[src/rtl/fetch_pkg.sv]
// Shared definitions for the instruction fetch unit: FSM encoding,
// parameter defaults and the 16-bit word address type.
package fetch_pkg;

    typedef logic [15:0] addr_t;

    localparam logic [2:0] ST_IDLE  = 3'd0;
    localparam logic [2:0] ST_FETCH = 3'd1;
    localparam logic [2:0] ST_HOLD  = 3'd2;
    localparam logic [2:0] ST_FLUSH = 3'd3;
    localparam logic [2:0] ST_ERROR = 3'd4;

    localparam addr_t PC_STEP_DEFAULT  = 16'd1;
    localparam int    MAX_WAIT_DEFAULT = 15;

endpackage

[src/rtl/instr_fetch_if.sv]
// Instruction memory bus: request/address out of the fetch unit,
// acknowledge/read data back from memory (ack and rdata valid together).
interface instr_fetch_if;
    import fetch_pkg::*;

    logic  imem_req;
    addr_t imem_addr;
    logic  imem_ack;
    addr_t imem_rdata;

    modport master (
        output imem_req,
        output imem_addr,
        input  imem_ack,
        input  imem_rdata
    );

    modport slave (
        input  imem_req,
        input  imem_addr,
        output imem_ack,
        output imem_rdata
    );

endinterface

[src/rtl/fetch_wait_timer.sv]
// Counts consecutive cycles spent waiting for a memory acknowledge.
// expired is raised during the MAX_WAIT-th consecutive waiting cycle,
// so the owner can leave on the edge where the count reaches MAX_WAIT.
module fetch_wait_timer
    import fetch_pkg::*;
#(
    parameter int MAX_WAIT = MAX_WAIT_DEFAULT
) (
    input  logic clk,
    input  logic Pc_Rst,
    input  logic clear,
    input  logic enable,
    output logic expired
);

    localparam int CW = $clog2(MAX_WAIT + 1);

    logic [CW-1:0] count_q;
    logic [CW-1:0] count_d;

    // Next count: clear wins, otherwise advance while waiting.
    always_comb begin
        count_d = count_q;
        if (clear) begin
            count_d = '0;
        end else if (enable) begin
            count_d = count_q + CW'(1);
        end
    end

    // Wait counter register, cleared asynchronously by reset.
    always_ff @(posedge clk or negedge Pc_Rst) begin
        if (!Pc_Rst) begin
            count_q <= '0;
        end else begin
            count_q <= count_d;
        end
    end

    assign expired = enable && (count_q == CW'(MAX_WAIT - 1));

endmodule

[src/rtl/instr_fetch.sv]
// Instruction fetch FSM: requests words from instruction memory at the
// PC, hands them to the decoder with a valid/ready handshake, drives the
// external PC register's load strobe, handles redirects and flags a
// sticky error when memory never answers.
module instr_fetch
    import fetch_pkg::*;
#(
    parameter addr_t PC_STEP  = PC_STEP_DEFAULT,
    parameter int    MAX_WAIT = MAX_WAIT_DEFAULT
) (
    input  logic          clk,
    input  logic          Pc_Rst,
    input  addr_t         inst_addr,
    output logic          Pc_Ld,
    output addr_t         Pc_addr_in,
    instr_fetch_if.master imem,
    output addr_t         ir_out,
    output addr_t         ir_pc,
    output logic          ir_valid,
    input  logic          ir_ready,
    input  logic          br_taken,
    input  addr_t         br_target,
    input  logic          halt,
    output logic          imem_err
);

    logic [2:0] state_q, state_d;
    addr_t      fetchAddr_q, fetchAddr_d;
    addr_t      irOut_q, irOut_d;
    addr_t      irPc_q, irPc_d;
    logic       irValid_q, irValid_d;
    logic       imemErr_q, imemErr_d;

    logic       pcLoad;
    addr_t      pcNext;
    logic       reEnter;
    logic       waiting;
    logic       timerClear;
    logic       timerExpired;

    assign waiting    = ((state_q == ST_FETCH) || (state_q == ST_FLUSH)) && !imem.imem_ack;
    assign timerClear = imem.imem_ack || reEnter || (state_d != state_q);

    fetch_wait_timer #(
        .MAX_WAIT (MAX_WAIT)
    ) u_wait_timer (
        .clk     (clk),
        .Pc_Rst  (Pc_Rst),
        .clear   (timerClear),
        .enable  (waiting),
        .expired (timerExpired)
    );

    // Next-state, PC-load and instruction-register decisions for each state.
    always_comb begin
        state_d     = state_q;
        fetchAddr_d = fetchAddr_q;
        irOut_d     = irOut_q;
        irPc_d      = irPc_q;
        irValid_d   = irValid_q;
        imemErr_d   = imemErr_q;
        pcLoad      = 1'b0;
        pcNext      = '0;
        reEnter     = 1'b0;

        case (state_q)
            ST_IDLE: begin
                if (br_taken) begin
                    pcLoad = 1'b1;
                    pcNext = br_target;
                end else if (!halt) begin
                    state_d = ST_FETCH;
                end
            end
            ST_FETCH: begin
                if (br_taken) begin
                    pcLoad = 1'b1;
                    pcNext = br_target;
                    if (imem.imem_ack) begin
                        state_d = ST_FETCH;
                        reEnter = 1'b1;
                    end else begin
                        state_d = ST_FLUSH;
                    end
                end else if (imem.imem_ack) begin
                    pcLoad    = 1'b1;
                    pcNext    = fetchAddr_q + PC_STEP;
                    irOut_d   = imem.imem_rdata;
                    irPc_d    = fetchAddr_q;
                    irValid_d = 1'b1;
                    state_d   = ST_HOLD;
                end else if (timerExpired) begin
                    imemErr_d = 1'b1;
                    irValid_d = 1'b0;
                    state_d   = ST_ERROR;
                end
            end
            ST_HOLD: begin
                if (br_taken) begin
                    pcLoad    = 1'b1;
                    pcNext    = br_target;
                    irValid_d = 1'b0;
                    state_d   = ST_FETCH;
                end else if (irValid_q && ir_ready) begin
                    irValid_d = 1'b0;
                    state_d   = halt ? ST_IDLE : ST_FETCH;
                end
            end
            ST_FLUSH: begin
                if (br_taken) begin
                    pcLoad = 1'b1;
                    pcNext = br_target;
                end
                if (imem.imem_ack) begin
                    state_d = ST_FETCH;
                end else if (timerExpired) begin
                    imemErr_d = 1'b1;
                    irValid_d = 1'b0;
                    state_d   = ST_ERROR;
                end
            end
            ST_ERROR: begin
                state_d = ST_ERROR;
            end
            default: begin
                state_d = ST_IDLE;
            end
        endcase

        // On FETCH entry capture the PC as it will read after this edge:
        // a simultaneous load would otherwise leave inst_addr one cycle stale.
        if ((state_d == ST_FETCH) && ((state_q != ST_FETCH) || reEnter)) begin
            fetchAddr_d = pcLoad ? pcNext : inst_addr;
        end
    end

    // State and datapath registers with asynchronous active-low reset.
    always_ff @(posedge clk or negedge Pc_Rst) begin
        if (!Pc_Rst) begin
            state_q     <= ST_IDLE;
            fetchAddr_q <= '0;
            irOut_q     <= '0;
            irPc_q      <= '0;
            irValid_q   <= 1'b0;
            imemErr_q   <= 1'b0;
        end else begin
            state_q     <= state_d;
            fetchAddr_q <= fetchAddr_d;
            irOut_q     <= irOut_d;
            irPc_q      <= irPc_d;
            irValid_q   <= irValid_d;
            imemErr_q   <= imemErr_d;
        end
    end

    assign Pc_Ld          = Pc_Rst && pcLoad;
    assign Pc_addr_in     = (Pc_Rst && pcLoad) ? pcNext : '0;
    assign imem.imem_req  = Pc_Rst && ((state_q == ST_FETCH) || (state_q == ST_FLUSH));
    assign imem.imem_addr = fetchAddr_q;
    assign ir_out         = irOut_q;
    assign ir_pc          = irPc_q;
    assign ir_valid       = irValid_q;
    assign imem_err       = imemErr_q;

endmodule

[src/flat_wrapper.sv]
// flat-port wrapper written by rule: the top's interface ports become plain ports
module instr_fetch_flat import fetch_pkg::*;
#(
    parameter addr_t PC_STEP  = PC_STEP_DEFAULT,
    parameter int    MAX_WAIT = MAX_WAIT_DEFAULT
)
  (clk, Pc_Rst, inst_addr, Pc_Ld, Pc_addr_in, ir_out, ir_pc, ir_valid, ir_ready, br_taken, br_target, halt, imem_err, imem_imem_req, imem_imem_addr, imem_imem_ack, imem_imem_rdata);
  instr_fetch_if imem_i ();
  input  logic clk;
  input  logic Pc_Rst;
  input  addr_t inst_addr;
  output logic Pc_Ld;
  output addr_t Pc_addr_in;
  output addr_t ir_out;
  output addr_t ir_pc;
  output logic ir_valid;
  input  logic ir_ready;
  input  logic br_taken;
  input  addr_t br_target;
  input  logic halt;
  output logic imem_err;
  output wire logic [$bits(imem_i.imem_req)-1:0] imem_imem_req;
  output wire logic [$bits(imem_i.imem_addr)-1:0] imem_imem_addr;
  input wire logic [$bits(imem_i.imem_ack)-1:0] imem_imem_ack;
  input wire logic [$bits(imem_i.imem_rdata)-1:0] imem_imem_rdata;
  assign imem_imem_req = imem_i.imem_req;
  assign imem_imem_addr = imem_i.imem_addr;
  assign imem_i.imem_ack = imem_imem_ack;
  assign imem_i.imem_rdata = imem_imem_rdata;
  instr_fetch #(.PC_STEP(PC_STEP), .MAX_WAIT(MAX_WAIT)) u_core (.clk(clk), .Pc_Rst(Pc_Rst), .inst_addr(inst_addr), .Pc_Ld(Pc_Ld), .Pc_addr_in(Pc_addr_in), .imem(imem_i), .ir_out(ir_out), .ir_pc(ir_pc), .ir_valid(ir_valid), .ir_ready(ir_ready), .br_taken(br_taken), .br_target(br_target), .halt(halt), .imem_err(imem_err));
endmodule
[config.mk]
export PLATFORM = sky130hd
export DESIGN_NAME = instr_fetch_flat
export DESIGN_NICKNAME = d
export VERILOG_FILES = /design/src/rtl/fetch_pkg.sv /design/src/rtl/instr_fetch_if.sv /design/src/rtl/fetch_wait_timer.sv /design/src/rtl/instr_fetch.sv /design/src/flat_wrapper.sv
export SDC_FILE = /design/constraint.sdc
export NUM_CORES = 1
export LEC_CHECK = 0
export BUFFER_PORTS_ARGS = -buffer_cell sky130_fd_sc_hd__buf_2
export CELL_PAD_IN_SITES_DETAIL_PLACEMENT = 1
export CELL_PAD_IN_SITES_GLOBAL_PLACEMENT = 1
export CORE_MARGIN = 10
export CORE_UTILIZATION = 39
export CTS_CLUSTER_SIZE = 25
export DETAILED_ROUTE_END_ITERATION = 6
export GPL_TIMING_DRIVEN = 0
export PLACE_DENSITY = 0.84
export SYNTH_ARGS = -nofsm -noshare
export SYNTH_HDL_FRONTEND = slang
export SYNTH_HIERARCHICAL = 1
export SYNTH_SLANG_ARGS = --single-unit
[constraint.sdc]
create_clock -name clk -period 7.9 [get_ports clk]
set_clock_uncertainty 0.1 [all_clocks]
set_input_delay 0.79 -clock clk [delete_from_list [all_inputs] [get_ports clk]]
set_output_delay 0.79 -clock clk [all_outputs]
set_load 0.01 [all_outputs]
======== After elaboration in Yosys (flattened, before gate mapping) ========
Index checks and enable logic that the tools add are counted.
storage, ports and cells
  register bits after elaboration ......... 57
  bits of input ports ..................... 54
  logic and storage cells ................. 76
cells by class
  add/sub/neg operators ................... 2
  equality and inequality tests ........... 11
  multiplexer cells ....................... 36
  bitwise gates (word level) .............. 1
  reduce and logical (&&, ||, !) cells .... 19
operators with widths
  kind                     number
  $mux W16                 5
  $pmux W16 S2             1
  $mux W3                  8
  $add A16 B1 Y16 const B  1
  $mux W1                  15
  $pmux W3 S5              1
  $mux W4                  2
  $eq A3 B1 Y1 const B     2
  $eq A3 B2 Y1 const B     2
  $logic_and A1 B1 Y1      6
  $add A4 B1 Y4 const B    1
  $eq A4 B4 Y1 const B     1
  $logic_or A1 B1 Y1       4
  $ne A2 B2 Y1 const B     2
  $pmux W1 S2              2
  $reduce_and A4 Y1        1
  $reduce_bool A2 Y1       2
  $eq A3 B3 Y1 const B     1
  $logic_not A3 Y1         1
  $ne A3 B1 Y1 const B     1
  $ne A3 B2 Y1 const B     1
  $ne A3 B3 Y1             1
  $pmux W1 S3              1
  $reduce_and A3 Y1        1
  6 further kinds          6

======== Depth between registers and ports, before layout ========
  depth in word-level cells ............... 11
  depth in mapped cells ................... 11
  depth with buffers taken out ............ 10

======== Cells and area by module ========
Netlist, hierarchy kept.
by module, submodules not included
  module            instances  cells each  area an instance (µm²)
  instr_fetch       1          343         3006.6
  fetch_wait_timer  1          20          222.7

======== Worst setup path after synthesis ========
OpenSTA, ideal clock, no wires.
  path type ............................... input-to-reg
  from .................................... input port imem_imem_ack
  to ...................................... register u_core.fetchAddr_q[12], in the netlist u_core/imem.imem_addr[12]
  setup time .............................. 125 ps
  arrival time ............................ 3063 ps
  required time ........................... 7675 ps
  setup slack ............................. 4612 ps
  cell stages on the path ................. 10
  cell sequence ........................... buf_2 nor3_1 and4_1 and2b_1 o311ai_2 nand2_2 and3b_1 buf_6 buf_12 mux2_4
between the ends
  word-level cells in the longest chain between the ends .. 9
  elaborated cells on any way between the ends .. 21
  classes of those cells .................. 1 x eq/ne; 15 x mux; 5 x reduce/logical
ends and longest elaborated chain
  what                     line                                   text
  start: declaration       flat_wrapper.sv:24                     input wire logic [$bits(imem_i.imem_ack)-1:0] imem_imem_ack;
  $logic_not A1 Y1 *       instr_fetch.sv:41                      assign waiting = ((state_q == ST_FETCH) || (state_q == ST_FLUSH)) && !imem.imem_ack;
  $logic_and A1 B1 Y1 *    instr_fetch.sv:41
  net u_core.waiting       instr_fetch.sv:37                      logic waiting;
  $logic_and A1 B1 Y1 *    fetch_wait_timer.sv:40                 assign expired = enable && (count_q == CW'(MAX_WAIT - 1));
  net u_core.timerExpired  instr_fetch.sv:39                      logic timerExpired;
  $mux W3 *                instr_fetch.sv:92, instr_fetch.sv:116
  $mux W3                  instr_fetch.sv:85                      end else if (imem.imem_ack) begin
  $mux W3                  instr_fetch.sv:76                      if (br_taken) begin
  $pmux W3 S5 *            instr_fetch.sv:66                      case (state_q)
  net u_core.state_d[1]    instr_fetch.sv:27                      logic [2:0] state_q, state_d;
  $eq A3 B1 Y1 *           instr_fetch.sv:132                     if ((state_d == ST_FETCH) && ((state_q != ST_FETCH) || reEnter)) begin
  $logic_and A1 B1 Y1 *    instr_fetch.sv:132
  end signal: assignment   instr_fetch.sv:148                     fetchAddr_q <= fetchAddr_d;
  end: declaration         instr_fetch.sv:28                      addr_t fetchAddr_q, fetchAddr_d;
Mark *: on every way through the listed nets, which the timed path passes. The rest lies on a longest branch.
A chain may end at the register's enable or synchronous reset.

======== Worst setup path after layout ========
  from .................................... register u_core.state_q[1]
  to ...................................... output port Pc_addr_in[5]
between the ends
  word-level cells in the longest chain between the ends .. 5
  elaborated cells on any way between the ends .. 9
  classes of those cells .................. 3 x eq/ne; 3 x mux; 3 x reduce/logical
ends and longest elaborated chain
  what                                                     line                text
  start: declaration                                       instr_fetch.sv:27
  start signal: assignment                                 instr_fetch.sv:147  state_q <= state_d;
  $eq A3 B2 Y1 / $logic_not A3 Y1 (equally long branches)  instr_fetch.sv:66
  $reduce_or A3 Y1 (no line)                               -
  $pmux W1 S2                                              instr_fetch.sv:66
  $logic_and A1 B1 Y1                                      instr_fetch.sv:157  assign Pc_addr_in = (Pc_Rst && pcLoad) ? pcNext : '0;
  $mux W16 *                                               instr_fetch.sv:157
  end: declaration                                         flat_wrapper.sv:13  output addr_t Pc_addr_in;
Mark *: on every way between the ends. The rest lies on a longest branch, timed or not.

==> reports/results.md <==
Floorplanning
• Core Box Area: 0.00813 mm^2
• number of top-level pins: 122
• Initial Utilization: 39.7%
• Die Width: 111 um
• # rows: 33
• Total Die Area: 0.0123 mm^2
• Die Span Y: 111 um

Clock network
• Post-CTS Setup Bufs: 0
• CTS sink count: 57
• CTS clk-pin slew, worst paths: 0.07 ns
• number of levels in the clock H-tree: 3
• Resized cells post-CTS: 0
• root cell of the clock tree: clkbuf_8
• number of hold buffers added after cts: 0
• clock latency on the worst-skew pair: 0.34 ns
• TritonCTS clock tree: built
• number of buffers created by CTS: 9
• Longest Clk Path Bufs: 2

Timing
• fmax: 297 MHz
• worst-margin pin slew: 0.774 ns
• TNS Setup: 0 ns
• final critical delay including setup and external delays: 3.37 ns
• final hold vios: 0
• RSZ-0062 raised after global routing: no
• final number of setup-violating endpoints: 0
• Worst Hold Margin: 0.372 ns
• slew margin rel.: 48.4%
• post-route clock period utilization: 42.6%
• final slew viol count: 0

Synthesis
• synthesized netlist net count: 420
• arithmetic-cell share of the synthesized area counting full adders, half adders and majority gates: 1.16%
• post-synthesis sequential area ratio: 44.2%
• count of warnings emitted by yosys: 6
• post-synthesis register bit count: 57
• count of cell types in the netlist: 56
• Synth Area in Simple Gates: 25.3%
• multiplexer share of the synthesized area: 7.05%
• Mapped Cells: 363
• Async S/R FF share, synth: 100%
• compound-gate portion of the synthesized area: 13.1%
• largest cells by area after synthesis: dfrtp_1, nand2_1, mux2i_1
• number of enable flip-flop cells after synthesis: 0
• Most used DFF post-synth: dfrtp_1
• Syn Area/Cell: 8.90 um^2
• Yosys top cell by area: dfrtp_1
• share of the synthesized area in the top cell type: 44.2%
• cell area after technology mapping: 0.00323 mm^2
• post-synthesis share of cell area spent on xor and xnor gates: 3.25%
• largest family of logic cells by synthesized area: simple AND/OR/NAND/NOR gates

Job
• total of max-cap violations: 0

GRT
• GRT Residual Overflow: 0
• Overall Global Routing Usage: 18.1%
• number of global-route vias before repair: 3491
• antenna violations before repair: 0
• pin count of the biggest net entering global routing: 61
• first-pass GRT wire length: 18400 um

Critical path
• startpoint type of the worst setup path: register
• data required time at the worst endpoint: 7.01 ns
• CP max FO: 10
• arrival time at the worst endpoint: 2.48 ns
• Crit Path Category: reg2out
• kind of end point of the critical path: output port

Place
• number of placed cells counting well taps: 588
• global placer's final weighted congestion: 0.865
• number of buffer cells added on primary ports: 120
• HPWL Detailed: 8540 um

Cells and area
• leading cell types in the layout, fill and taps excluded: buf_2, nand2_1, dfrtp_1
• core occupancy in the finished layout: 51.2%
• signed area change from the synthesized netlist to the final layout: 29.1%
• layout net count: 551
• fraction of layout instances using a drive strength above 1: 33.7%
• most common cell after layout, fill and taps aside: buf_2
• final-layout fill cell count: 1038
• Finished Layout Cells: 604
• antenna cells: 0

Routing
• Final Routed Wirelength: 11200 um
• drt first pass iters: 4
• number of vias in the routed layout: 3171
• Post-route DRC: 0
• violation count after the first detailed-routing iteration: 225
• post-detailed-route count of antenna-violating nets: 0
• Vias per Instance: 5.25
• detail-routed net length per standard cell: 18.5 um

Pwr
• total design power: 1.51 mW
• power density cells: 363 mW/mm^2
• standby leakage power: 2.20 nW
• peak supply drop: 0.181 mV

Min path
• worst min-delay path class: reg2reg

Run status
• outcome: finished, final reports clean

## kinds of logic (layout without fill, tap and decap cells)
family | after synthesis | count (layout)
AND/OR/NAND/NOR | 173 | 173
AO/OA/AOI/OAI | 59 | 59
flip-flops | 57 | 57
buffers and inverters | 39 | 175
multiplexers | 20 | 20
XOR/XNOR | 12 | 12
adder cells (fa/ha/maj) | 3 | 3
## where the power goes
part           switching (mW)  leakage (nW)  internal (mW)
registers               0.114         0.715          0.418
clock network           0.128        0.0949          0.155
logic                   0.396          1.39          0.302
total                   0.638          2.20          0.875
## area by class of cell
cell class / count / area [um^2] / area share [%]
Timing Repair Buffer: 120 / 603 / 14.5
Tap cell: 105 / 131 / 3.15
Clock inverter: 6 / 66.3 / 1.59
Sequential cell: 57 / 1430 / 34.2
Buffer: 22 / 130 / 3.12
Inverter: 17 / 63.8 / 1.53
Clock buffer: 10 / 138 / 3.30
Multi-Input combinational cell: 267 / 1610 / 38.6
## routing by layer
layer | routed length [um] | vias to the layer above | global-route usage [%]
met4 | 210 | 0 | 6.25
met5 | 0 | - | 0
met3 | 700 | 14 | 5.25
met1 | 4660 | 1543 | 20.9
li1 | - | 1502 | -
met2 | 5600 | 112 | 30.9
## per-stage QoR
| step | setup slack (ns) | instance area [um^2] |
|---|---|---|
| global route | 4.27 | 4170 |
| floorplan | 4.61 | 3230 |
| finish | 4.53 | 4170 |
| global placement | 4.21 | 3960 |
| detailed placement | 4.16 | 3960 |
| CTS | 4.17 | 4170 |
## critical path, cell delays in order, from the launching register on
cell,delay [ns]
dfrtp_1,0.42
buf_2,0.20
nand3b_1,0.19
buf_2,0.20
nor2_2,0.35
buf_2,0.34
a22oi_1,0.13
nor2_1,0.16
buf_2,0.16
## final timing paths
kind	to	slack (ns)	start	depth (start not counted)
worst max-delay path	Pc_addr_in[5]	4.53	u_core/state_q[1]$_DFF_PN0_	8
worst min-delay path	u_core/imem_err$_DFFE_PN0P_	0.37	u_core/imem_err$_DFFE_PN0P_	1
worst max register to register	u_core/imem.imem_addr[13]$_DFFE_PN0P_	4.54	u_core/state_q[2]$_DFF_PN0_	10
worst min register to register	u_core/imem_err$_DFFE_PN0P_	0.37	u_core/imem_err$_DFFE_PN0P_	1
max in group asynchronous	u_core/ir_out[7]$_DFFE_PN0P_	6.76	Pc_Rst	1
min in group asynchronous	u_core/u_wait_timer/count_q[2]$_DFFE_PN0P_	0.42	Pc_Rst	1
## cell usage after synthesis (2+ instances only)
cell and number:
a2bb2oi_1 2, buf_2 10, a21o_1 4, clkbuf_1 7, a211oi_1 2, buf_6 2
a222oi_1 4, ha_1 3, nand2_1 101, a211o_1 2, nor4_1 4, o31ai_1 2
nor2b_1 12, nand2b_1 3, mux2_4 4, o21ai_0 12, nor3_1 11, nor2_1 10
inv_1 17, nand3_1 10, mux2i_1 10, xnor2_1 8, nand4_1 4, a22o_1 2
nand3b_1 2, xor2_1 4, mux2_2 6, dfrtp_1 57, nor3b_1 2, a22oi_1 8
a21oi_1 11, a21boi_0 3
## state kept, by name, indices dropped and copies added (netlist names)
register and cells:
u_core/imem.imem_addr 16, u_core/u_wait_timer/count_q 4, u_core/ir_valid 1, u_core/imem_err 1, u_core/ir_out 16, u_core/ir_pc 16
u_core/state_q 3
Power figures use the tool's default switching activity.
